$ cat config.mk
export PLATFORM = sky130hd
export DESIGN_NAME = pipeline_sequencer
export DESIGN_NICKNAME = d
export VERILOG_FILES = /design/src/rtl/pipeline_sequencer.sv
export SDC_FILE = /design/constraint.sdc
export NUM_CORES = 1
export LEC_CHECK = 0
export BUFFER_PORTS_ARGS = -buffer_cell sky130_fd_sc_hd__buf_4
export CAP_MARGIN = 20
export CORE_ASPECT_RATIO = 1.4
export CORE_MARGIN = 3
export CORE_UTILIZATION = 46
export CTS_CLUSTER_SIZE = 24
export DETAILED_ROUTE_END_ITERATION = 16
export MAX_ROUTING_LAYER = met4
export PLACE_DENSITY_LB_ADDON = 0.15
export SLEW_MARGIN = 20
export SYNTH_ARGS = -nofsm -noshare
export SYNTH_HDL_FRONTEND = slang
export SYNTH_SLANG_ARGS = --single-unit
$ cat constraint.sdc
create_clock -name clk -period 3.7 [get_ports clk]
set_clock_uncertainty 0.2 [all_clocks]
set_input_delay 0.74 -clock clk [delete_from_list [all_inputs] [get_ports clk]]
set_output_delay 0.74 -clock clk [all_outputs]
set_load 0.01 [all_outputs]
$ cat src/rtl/pipeline_sequencer.sv
// Global F/D/E/M/W scheduler: merges hazard, memory-wait, mul/div and debug requests into stage enables/clears.
// Optional performance counters are built only when PIPE_PERF_CNT_EN is defined.
module pipeline_sequencer #(
  parameter int MD_LATENCY   = 5,
  parameter int DRAIN_CYCLES = 4,
  parameter int BOOT_HALTED  = 0
) (
  input  logic        clk,
  input  logic        rst_n,
  input  logic        StallF_req,
  input  logic        StallD_req,
  input  logic        FlushE_req,
  input  logic        mem_busy,
  input  logic        md_start,
  input  logic        halt_req,
  input  logic        step_req,
  input  logic        resume_req,
  output logic        EnF,
  output logic        EnD,
  output logic        EnE,
  output logic        EnM,
  output logic        EnW,
  output logic        ClrD,
  output logic        ClrE,
  output logic        ClrM,
  output logic        halted,
  output logic        md_busy,
  output logic [2:0]  state,
  output logic [31:0] cycle_cnt,
  output logic [31:0] stall_cnt
);

  localparam int MDW = $clog2(MD_LATENCY + 1);
  localparam int DW  = $clog2(DRAIN_CYCLES + 1);

  typedef enum logic [2:0] {
    S_RUN    = 3'd0,
    S_MDWAIT = 3'd1,
    S_DRAIN  = 3'd2,
    S_HALTED = 3'd3,
    S_STEP   = 3'd4
  } state_e;

  state_e           state_q, state_d;
  logic [MDW-1:0]   md_cnt_q, md_cnt_d;
  logic [DW-1:0]    drain_cnt_q, drain_cnt_d;
  logic             halt_pend_q, halt_pend_d;
  logic             en_f, en_d, en_e, en_m, en_w, clr_d, clr_e, clr_m;
  logic             state_legal;

  always_comb begin
    en_f = 1'b0; en_d = 1'b0; en_e = 1'b0; en_m = 1'b0; en_w = 1'b0;
    clr_d = 1'b0; clr_e = 1'b0; clr_m = 1'b0;
    state_d     = state_q;
    md_cnt_d    = md_cnt_q;
    drain_cnt_d = drain_cnt_q;
    halt_pend_d = halt_pend_q;
    state_legal = 1'b1;
    case (state_q)
      S_RUN, S_STEP: begin
        en_f = ~StallF_req;
        en_d = ~StallD_req;
        en_e = 1'b1; en_m = 1'b1; en_w = 1'b1;
        clr_e = FlushE_req;
        // A step that launches a mul/div must still come back to HALTED afterwards.
        if (md_start && !FlushE_req) begin
          state_d     = S_MDWAIT;
          md_cnt_d    = MDW'(MD_LATENCY - 1);
          halt_pend_d = halt_req || (state_q == S_STEP);
        end else if (halt_req || (state_q == S_STEP)) begin
          state_d     = S_DRAIN;
          drain_cnt_d = DW'(DRAIN_CYCLES);
          halt_pend_d = 1'b0;
        end
      end
      S_MDWAIT: begin
        en_m = 1'b1; clr_m = 1'b1; en_w = 1'b1;
        if (halt_req) halt_pend_d = 1'b1;
        if (md_cnt_q == '0) begin
          if (halt_pend_q || halt_req) begin
            state_d     = S_DRAIN;
            drain_cnt_d = DW'(DRAIN_CYCLES);
            halt_pend_d = 1'b0;
          end else begin
            state_d = S_RUN;
          end
        end else begin
          md_cnt_d = md_cnt_q - 1'b1;
        end
      end
      S_DRAIN: begin
        en_d = ~StallD_req;
        clr_d = 1'b1;
        en_e = 1'b1; en_m = 1'b1; en_w = 1'b1;
        clr_e = FlushE_req;
        if (md_start) begin
          state_d     = S_MDWAIT;
          md_cnt_d    = MDW'(MD_LATENCY - 1);
          halt_pend_d = 1'b1;
        end else if (!StallD_req) begin
          if (drain_cnt_q != '0) drain_cnt_d = drain_cnt_q - 1'b1;
          if (drain_cnt_q <= DW'(1)) state_d = S_HALTED;
        end
      end
      S_HALTED: begin
        if (resume_req)    state_d = S_RUN;
        else if (step_req) state_d = S_STEP;
      end
      default: begin
        state_legal = 1'b0;
        state_d     = S_RUN;
      end
    endcase
    // A memory wait freezes the whole pipe; only illegal-state recovery still proceeds.
    if (mem_busy) begin
      en_f = 1'b0; en_d = 1'b0; en_e = 1'b0; en_m = 1'b0; en_w = 1'b0;
      clr_d = 1'b0; clr_e = 1'b0; clr_m = 1'b0;
      state_d     = state_legal ? state_q : S_RUN;
      md_cnt_d    = md_cnt_q;
      drain_cnt_d = drain_cnt_q;
      halt_pend_d = halt_pend_q;
    end
  end

  always_ff @(posedge clk or negedge rst_n) begin
    if (!rst_n) begin
      state_q     <= (BOOT_HALTED != 0) ? S_HALTED : S_RUN;
      md_cnt_q    <= '0;
      drain_cnt_q <= '0;
      halt_pend_q <= 1'b0;
    end else begin
      state_q     <= state_d;
      md_cnt_q    <= md_cnt_d;
      drain_cnt_q <= drain_cnt_d;
      halt_pend_q <= halt_pend_d;
    end
  end

  assign EnF     = en_f & rst_n;
  assign EnD     = en_d & rst_n;
  assign EnE     = en_e & rst_n;
  assign EnM     = en_m & rst_n;
  assign EnW     = en_w & rst_n;
  assign ClrD    = clr_d & rst_n;
  assign ClrE    = clr_e & rst_n;
  assign ClrM    = clr_m & rst_n;
  assign halted  = (state_q == S_HALTED);
  assign md_busy = (state_q == S_MDWAIT);
  assign state   = state_q;

`ifdef PIPE_PERF_CNT_EN
  logic [31:0] cycle_cnt_q, cycle_cnt_d, stall_cnt_q, stall_cnt_d;

  always_comb begin
    cycle_cnt_d = cycle_cnt_q;
    stall_cnt_d = stall_cnt_q;
    if (state_q != S_HALTED) cycle_cnt_d = cycle_cnt_q + 32'd1;
    // Fetch stalls are only attributed to states that would otherwise fetch.
    if (!EnF && (state_q == S_RUN || state_q == S_STEP || state_q == S_MDWAIT))
      stall_cnt_d = stall_cnt_q + 32'd1;
  end

  always_ff @(posedge clk or negedge rst_n) begin
    if (!rst_n) begin
      cycle_cnt_q <= 32'd0;
      stall_cnt_q <= 32'd0;
    end else begin
      cycle_cnt_q <= cycle_cnt_d;
      stall_cnt_q <= stall_cnt_d;
    end
  end

  assign cycle_cnt = cycle_cnt_q;
  assign stall_cnt = stall_cnt_q;
`else
  assign cycle_cnt = 32'd0;
  assign stall_cnt = 32'd0;
`endif

endmodule
==> summary.md <==
| Metric | Value |
|---|---|
| Status | `finished, final reports clean` |
| Vias in the first global route | `about 880` |
| Register area share after synthesis | `a little under a fifth` |
| Vias | `slightly above 1,000` |
| Critical Path RT | `~2800 ps` |
| Max Clk Rate | `between 300 and 400 MHz` |
| Hold_buf cts | `0` |
| Syn. warnings | `0` |
| Residual DRC | `0` |
| Avg Inst Size Synth | `7.96 um2` |
| Hold Slack | `about 93 ps` |
| Post-DP HPWL | `~2100 um` |
| Largest net degree at the start of global routing | `21` |
| Delay-heaviest family, CP | `flip-flops` |
| Maximum vdd ir drop | `between 0.3 and 0.4 mV` |
| Relative slew slack | `62.7%` |
| H-tree depth | `1` |
| Vias per inst | `between 4 and 5` |
| Worst Tran Pin Value | `approximately 560 ps` |
| Tightest Hold Check Type | `input pin to asynchronous set/reset pin` |
| Endpoints failing hold | `0` |
| Synth top area cells | `buf_4 (36%), dfrtp_1 (18%), ha_1 (3.7%)` |
| Die Span Y | `just over 70 um` |
| Share of layout cells above drive strength 1 | `17.3%` |
| Critical path arrival | `between 1500 and 2000 ps` |
| Die ar. | `3660 um2` |
| Grt total ovfl | `0` |
| IO Pins | `87` |
| M1 GR Usage | `~15%` |
| Met2 usage | `24.2%` |
| Sum Neg Setup Slack | `0 ps` |
| Most common cell in the netlist | `buf_4` |
| Reg clk slew, reported paths | `about 70 ps` |
| Post-layout min period | `about 2600 ps` |
| Post-synth cell types | `a little over 40` |
| PnR worst setup slack | `~1100 ps` |
| CP cell instances | `or3b_1 > nor2_1 > buf_4` |
| Final Max Slew Viols | `0` |
| Slowest stage delay, CP | `roughly 700 ps` |
| Gr usage total | `13.4%` |
| Number of antenna diodes | `0` |
| Detail Route Antenna Nets | `0` |
| Clk_lat worst skew | `between 200 and 300 ps` |
| Crit-path slowest cell | `dfrtp_1` |
| RSZ-0062 raised after global routing | `false` |
| Synth top area share | `between 30% and 40%` |
| Chip width | `between 50 and 60 um` |
| Worst setup SP type | `register` |
| Busiest grt layer | `met2` |
| Postcts setup bufs | `0` |
| Standard-cell rows | `22` |
| Ys flop type | `dfrtp_1` |
| Clock buffer depth | `2` |
| Initial Util | `roughly half` |
| Post-synth EDFFs | `0` |
| Initial antenna violation count | `0` |
| Register area | `between 200 and 300 um2` |
| Max Cap Viol | `0` |
| Setup CP Type | `register to primary output` |
| Root buf cell | `clkbuf_4` |
| Path depth of the worst reg2reg path | `4` |
| Initial DRC Count | `53` |
| Pre-CTS setup slack | `roughly 1200 ps` |
| First-pass GRT wire length | `~3800 um` |
| Total core area | `about 2700 um2` |
| Worst reg2reg setup slack | `approximately 1500 ps` |
| Drt pass-1 iters | `4` |
| # fillers | `287` |
| Leakage | `around 0.00071 uW` |
| Ys async rst share | `between 90% and 100%` |
| CTS Buf Count | `3` |
| Top cells by count, synth | `buf_4 (65), dfrtp_1 (10), nor2_1 (10)` |
| Multi-input logic area | `around 800 um2` |
| Met3 Track Usage GR | `roughly 1.9%` |
| Post-Syn Instances | `171` |
| RR Startpoint | `state[1]$_DFFE_PN0P_` |
| Fin crit share | `70.9%` |
| CTS tree | `yes` |
| Post-layout nets | `roughly 200` |
| #FFs+latches synth | `10` |
| Crit end category | `primary output` |
| Post-DR wirelength/cell | `around 11 um` |
| Synth Cell Area | `1360 um2` |
| Pwr/cell area | `a little under 600 nW/um2` |
| # clock sinks | `10` |
| Final Setup Violations | `0` |
| Final WL | `between 2000 and 3000 um` |
| Crit path buffers/inverters | `1` |
| Routability Congestion | `0.813` |
| Buffers on Ports | `22` |
| Synth area leader | `buf_4` |
| Layout area overhead | `-2.11%` |
| Highest net fanout along the worst path | `20` |
| Core Util, Final | `about half` |
| Post-CTS resize count | `0` |
| Reg2reg end | `state[2]$_DFFE_PN0P_` |
==> per-stage QoR <==
| stage | std cells | total power [uW] | instance area (um2) |
|---|---|---|---|
| after CTS | 227 | 791 | 1330 |
| after global placement | 223 | 679 | 1300 |
| after global routing | 227 | 858 | 1330 |
| after detailed placement | 223 | 688 | 1300 |
| after floorplan | 234 | 613 | 1600 |
| final | 227 | 784 | 1330 |
==> worst register-to-register path, cell delays in order (launching register included) <==
cell     delay, ps
dfrtp_1        700
or3b_1         470
nor3_1         270
nor3_2         110
mux2_1         310
==> flip-flops by register name, indices dropped and copies added (netlist names) <==
| register | count |
|---|---|
| md_cnt_q | 3 |
| state | 3 |
| halt_pend_q | 1 |
| drain_cnt_q | 3 |
==> how the worst max path moves through the flow <==
| stage | from | end | slack, ps | depth (start not counted) |
|---|---|---|---|---|
| 2_1_floorplan | state[1]$_DFFE_PN0P_ | EnW | 1300 | 5 |
| 3_3_place_gp | mem_busy | EnF | 1220 | 4 |
| 3_5_place_dp | mem_busy | EnF | 1210 | 4 |
| 4_1_cts | state[1]$_DFFE_PN0P_ | ClrD | 1070 | 3 |
| 5_1_grt | state[1]$_DFFE_PN0P_ | ClrD | 960 | 3 |
| 6_report | state[1]$_DFFE_PN0P_ | ClrD | 1080 | 3 |
==> area by class of cell <==
cell class              instances  share of cell area [%]
repair buffers                 22                    12.4
well taps                      36                    3.38
flip-flops and latches         10                    18.8
multi-input cells             146                    60.2
clock buffers                   4                    2.72
inverters                       9                    2.54
==> kinds of logic after synthesis <==
| logic type | after synthesis | synth area share [%] |
|---|---|---|
| AOI/OAI and AO/OA | 29 | 15.6 |
| adders and majority gates | 4 | 3.68 |
| buffers and inverters | 78 | 40.1 |
| DFF | 10 | 18.4 |
| muxes | 4 | 3.03 |
| other | 1 | 0.275 |
| and+or+nand+nor | 45 | 18.9 |
==> report_power, final <==
group | internal, uW | switching, uW | leakage [uW] | total [uW]
clock | 59.7 | 41.4 | 0.0000210 | 101
combinational | 208 | 245 | 0.000564 | 453
sequential | 152 | 78.4 | 0.000123 | 230
==> cells in the final DEF (no fill, tap or decap), types with 2 or more instances in the layout <==
| cell type | n |
|---|---|
| a21o_1 | 3 |
| a21oi_1 | 6 |
| a22o_1 | 3 |
| a31o_2 | 2 |
| a41oi_1 | 2 |
| and2_1 | 2 |
| buf_4 | 22 |
| clkbuf_4 | 3 |
| conb_1 | 64 |
| dfrtp_1 | 10 |
| ha_1 | 4 |
| inv_1 | 9 |
| mux2i_1 | 3 |
| nand2_1 | 8 |
| nand2b_1 | 6 |
| nor2_1 | 10 |
| nor2b_1 | 2 |
| nor3_1 | 5 |
| o2111ai_1 | 2 |
| o21ai_0 | 4 |
| o22ai_1 | 2 |
==> per-layer routing <==
layer	vias up	wire length [um]
li1	494	-
met2	56	1440
met5	-	0
met1	480	887
met3	2	221
met4	0	7
Note: power is estimated with default switching activity, not from simulation.
